File: src/rtl/router_pkg.sv
// Shared constants and header-field helpers for the 1x3 router output buffers.
package router_pkg;

  localparam int FIFO_WIDTH = 8;
  localparam int FIFO_DEPTH = 16;

  // Destination code that no output port answers to.
  localparam logic [1:0] ADDR_INVALID = 2'b11;

  function automatic logic [5:0] hdr_len(input logic [7:0] hdr);
    return hdr[7:2];
  endfunction

  function automatic logic [1:0] hdr_addr(input logic [7:0] hdr);
    return hdr[1:0];
  endfunction

endpackage

File: src/rtl/router_fifo_mem.sv
// Register array for router_fifo: one synchronous write port, one asynchronous read port.
module router_fifo_mem #(
  parameter int WIDTH  = 9,
  parameter int DEPTH  = 16,
  parameter int ADDR_W = $clog2(DEPTH)
) (
  input  logic              clock,
  input  logic              we,
  input  logic [ADDR_W-1:0] wr_addr,
  input  logic [WIDTH-1:0]  wr_data,
  input  logic [ADDR_W-1:0] rd_addr,
  output logic [WIDTH-1:0]  rd_data
);

  logic [WIDTH-1:0] mem [DEPTH];

  // NOTE: storage has no reset; pointers alone define which entries are valid.
  always_ff @(posedge clock) begin
    if (we) mem[wr_addr] <= wr_data;
  end

  assign rd_data = mem[rd_addr];

endmodule

File: src/rtl/router_fifo.sv
// Per-destination output buffer: stores {header tag, byte}, drains with
// registered data_out and tracks packet length to blank the bus between packets.
module router_fifo
  import router_pkg::*;
#(
  parameter int WIDTH  = FIFO_WIDTH,
  parameter int DEPTH  = FIFO_DEPTH,
  parameter int ADDR_W = $clog2(DEPTH)
) (
  input  logic             clock,
  input  logic             reset,
  input  logic             soft_reset,
  input  logic             write_enb,
  input  logic             read_enb,
  input  logic             lfd_state,
  input  logic [WIDTH-1:0] data_in,
  output logic [WIDTH-1:0] data_out,
  output logic             full,
  output logic             empty
);

  logic [ADDR_W:0] wr_ptr, rd_ptr;
  logic [6:0]      pkt_count;
  logic [WIDTH:0]  rd_entry;
  logic            wr_ok, rd_ok;

  assign empty = (wr_ptr == rd_ptr);
  assign full  = (wr_ptr[ADDR_W] != rd_ptr[ADDR_W]) &&
                 (wr_ptr[ADDR_W-1:0] == rd_ptr[ADDR_W-1:0]);

  // Both requests are judged against the pre-edge flags.
  assign wr_ok = write_enb && !full;
  assign rd_ok = read_enb && !empty;

  router_fifo_mem #(
    .WIDTH (WIDTH + 1),
    .DEPTH (DEPTH),
    .ADDR_W(ADDR_W)
  ) u_mem (
    .clock  (clock),
    .we     (wr_ok && !soft_reset),
    .wr_addr(wr_ptr[ADDR_W-1:0]),
    .wr_data({lfd_state, data_in}),
    .rd_addr(rd_ptr[ADDR_W-1:0]),
    .rd_data(rd_entry)
  );

  // NOTE: sequential state uses non-blocking assignments so every update sees pre-edge values.
  always_ff @(posedge clock or posedge reset) begin
    if (reset) begin
      wr_ptr    <= '0;
      rd_ptr    <= '0;
      pkt_count <= '0;
      data_out  <= '0;
    end else if (soft_reset) begin
      wr_ptr    <= '0;
      rd_ptr    <= '0;
      pkt_count <= '0;
      data_out  <= '0;
    end else begin
      if (wr_ok) wr_ptr <= wr_ptr + 1'b1;
      if (rd_ok) begin
        rd_ptr   <= rd_ptr + 1'b1;
        data_out <= rd_entry[WIDTH-1:0];
        // Header sets payload length plus one for the trailing parity byte.
        if (rd_entry[WIDTH])
          pkt_count <= {1'b0, hdr_len(rd_entry[7:0])} + 7'd1;
        else if (pkt_count != '0)
          pkt_count <= pkt_count - 7'd1;
      end else if (pkt_count == '0) begin
        data_out <= '0;
      end
    end
  end

endmodule

File: config.mk
export PLATFORM = sky130hd
export DESIGN_NAME = router_fifo
export DESIGN_NICKNAME = d
export VERILOG_FILES = /design/src/rtl/router_pkg.sv /design/src/rtl/router_fifo_mem.sv /design/src/rtl/router_fifo.sv
export SDC_FILE = /design/constraint.sdc
export NUM_CORES = 1
export LEC_CHECK = 0
export CORE_MARGIN = 2
export CORE_UTILIZATION = 50
export CTS_CLUSTER_DIAMETER = 50
export DETAILED_ROUTE_END_ITERATION = 8
export PLACE_DENSITY = 0.77
export SYNTH_ARGS = -nofsm -noshare
export SYNTH_HDL_FRONTEND = slang
export SYNTH_SLANG_ARGS = --single-unit
File: constraint.sdc
create_clock -name clock -period 2.45 [get_ports clock]
set_clock_uncertainty 0.15 [all_clocks]
set_input_delay 0.49 -clock clock [delete_from_list [all_inputs] [get_ports clock]]
set_output_delay 0.49 -clock clock [all_outputs]
set_load 0.02 [all_outputs]
==> reports/metrics.yaml <==
routing:
  routed_via_density: 5.978
  vias: 4107
  drtAntennaViolNets: 0
  wire_per_inst_um: 22.76
  drc: 0
  wl_um: 15630
  drt-initial-drc-count: 521
  first_pass_iters: 5
die:
  initial_utilization_pct: 50.99
  coreArea_sq_um: 13880
  die_area_sq_um: 15120
  boundaryPins: 24
  rows: 43
  die_h_um: 123.0
  die_w_um: 123.0
timing:
  report.final.slew_viol_count: 0
  rsz0062_at_grt: "true"
  slew_headroom_pct: 57.40
  worstMarginPinSlew_ns: 0.6383
  max_freq_mhz: 399.0
  setup_viol: 2
  timing.final.ws_setup_ns: -0.05622
  period_minus_slack_ns: 2.506
  finalHoldViolCount: 0
  period_share_pct: 102.3
cts:
  cts_tree: "yes"
  clock-root-buffer: "clkbuf_16"
  clkTransAtPathRegs_ns: 0.06
  clk_path_buf_depth: 2
  cts_sinks: 169
  hold_buffers: 0
  cts_htree_levels: 4
  insertion_delay_ns: 0.43
  cts-buffers-inserted: 17
placed_design:
  place_area_sq_um: 7848
  place_hpwl_um: 9475
  numPortBuffers: 23
  gp_congestion: 0.7975
setup_path:
  critPathCaptureType: "flop"
  rr_endpoint: "pkt_count[5]"
  criticalPathCategory: "flop to flop"
  worstPathRequired_ns: 2.65
  arrival_ns: 2.71
  r2r_cells: 9
  rrSetupSlack_ns: -0.06
  cp-start-kind: "flop"
  path_max_fanout: 10
  crit_start: "rd_ptr[0]"
  rr_startpoint: "rd_ptr[0]"
yosys:
  avgSynthCellArea_sq_um: 17.26
  synth_cell_types: 38
  syn-cell-area_sq_um: 7078
  synth_flop_cell: "edfxtp_1"
  ys_seq_area_share_pct: 69.93
  syn_nets: 431
  synth_edf_count: 144
  ys_ff_latch: 169
  synthCells: 410
  synth-async-reset-ratio_pct: 14.79
  ys_warn_count: 0
power_and_ir_drop:
  p_seq_share_pct: 44.2
  combPwrFrac_pct: 18.6
  p_per_area_nw_per_um2: 855.1
  p_sw_share_pct: 25.40
  p_leak_nw: 2.931
  p_int_mw: 5.463
  p_switching_mw: 1.860
  p_total_mw: 7.323
  clockPowerShare_pct: 37.1
  max-vdd-ir-drop_uv: 609.6
global_route:
  grt_max_degree: 28
  antenna_found_initial: 0
  track_usage_pct: 22.10
  grt_pass1_vias: 4081
  grt_overflow: 0
  grt_pass1_wl_um: 23540
final_layout:
  syn2layout_area_growth_pct: 21.00
  design_area_sq_um: 8564
  mostFrequentLayoutCells: "edfxtp_1, buf_4, mux4_2"
  antenna_cells: 0
  layout_commonest_cell: "edfxtp_1"
  fin_nets: 516
  drive_gt1_share_pct: 29.59
status:
  status: "finished with violations"
  violations: "setup timing"
job:
  maxCapViolCount: 0
hold_path:
  min_path_type: "primary input to asynchronous set/reset pin"
layer usage:
layer	up-vias	track usage (%)	share of wire, %
met2	200	35.70	50
met5	-	0	0
met3	29	5.535	6.9
met1	2110	29.44	41
met4	0	8.026	2.2
li1	1768	-	-
power groups by stage:
| stage | logic [mW] | clock network [mW] | registers (mW) |
|---|---|---|---|
| floorplan | 0.832 | 0 | 3.31 |
| global placement | 1.22 | 0 | 3.29 |
| detailed placement | 1.26 | 0 | 3.29 |
| CTS | 1.35 | 2.77 | 3.24 |
| global route | 1.49 | 2.88 | 3.24 |
| finish | 1.37 | 2.72 | 3.24 |
state kept, by name, summed over array words and instances (netlist names):
name and flops:
u_mem.mem 144, data_out 8, pkt_count 7, rd_ptr 5, wr_ptr 5
how the worst max path moves through the flow:
stage                     slack (ns)              end
after floorplan                -0.11  u_mem.mem[0][0]
after CTS                      -0.05     pkt_count[5]
final                          -0.06     pkt_count[5]
after detailed placement       -0.25  u_mem.mem[8][6]
after global placement         -0.18     pkt_count[5]
after global routing           -0.12     pkt_count[3]
area by class of cell:
cell class,count,area [sq um]
clock buffer,19,432.9
tap,180,225.2
multi-input combinational,214,2019
inverter,5,18.77
fill,991,5316
timing repair buffer,88,753.2
sequential,169,4951
clock inverter,12,163.9
cell usage after synthesis, types with 2 or more instances:
library cell | count | area (sq um)
clkbuf_1 | 5 | 18.77
nand3b_1 | 2 | 15.01
mux2i_1 | 7 | 70.07
buf_2 | 10 | 50.05
xor2_1 | 9 | 78.83
o22ai_1 | 5 | 31.28
a21oi_1 | 15 | 75.07
nand3_1 | 11 | 55.05
nor2b_1 | 7 | 43.79
mux2_2 | 2 | 22.52
nand2b_1 | 7 | 43.79
buf_6 | 3 | 33.78
o21a_1 | 2 | 15.01
dfrtp_1 | 25 | 625.6
or3_1 | 2 | 12.51
ha_1 | 7 | 87.58
nand2_1 | 22 | 82.58
edfxtp_1 | 144 | 4324
inv_1 | 5 | 18.77
a22oi_1 | 9 | 67.56
nor2_1 | 33 | 123.9
o21ai_0 | 11 | 55.05
nor3b_1 | 2 | 15.01
mux4_1 | 10 | 262.8
mux4_2 | 28 | 630.6
nand4_1 | 5 | 31.28
xnor2_1 | 9 | 78.83
buf_4 | 3 | 22.52
per-stage QoR:
stage	TNS, ns	setup WS (ns)	std cells	hold slack, ns	utilization [%]
finish	-0.08832	-0.05622	687	0.2643	61.70
floorplan	-5.674	-0.1122	410	0.3548	-
CTS	-0.1181	-0.05157	685	0.2736	61.59
global placement	-7.580	-0.1825	648	0.3743	56.54
detailed placement	-8.843	-0.2534	648	0.3873	56.54
global route	-0.5855	-0.1181	687	0.2908	61.70
cells by family after synthesis:
logic type	synth area share (%)
adders and majority gates	1.237
xor gates and xnor gates	2.227
buffers and inverters	2.245
and+or+nand+nor	6.487
AOI/OAI and AO/OA	3.942
DFF	69.93
muxes	13.93
worst max-delay path, stage by stage (launching register included):
cell and delay, ns:
dfrtp_2 0.41, buf_12 0.16, mux4_2 0.51, a22oi_2 0.27, buf_4 0.17, nand2_1 0.11, buf_4 0.18, nor4_2 0.23
a21oi_1 0.08, o22ai_1 0.15
timing repair:
| action | CTS | global route |
|---|---|---|
| hold endpoints to repair | 0 | 0 |
| pin swaps | 3 | 5 |
| resized for setup | 18 | 18 |
| endpoints found under the setup margin | 9 | 29 |
| gates cloned | 1 | 0 |
| setup buffers | 5 | 3 |
(Power assumes the default switching activity.)
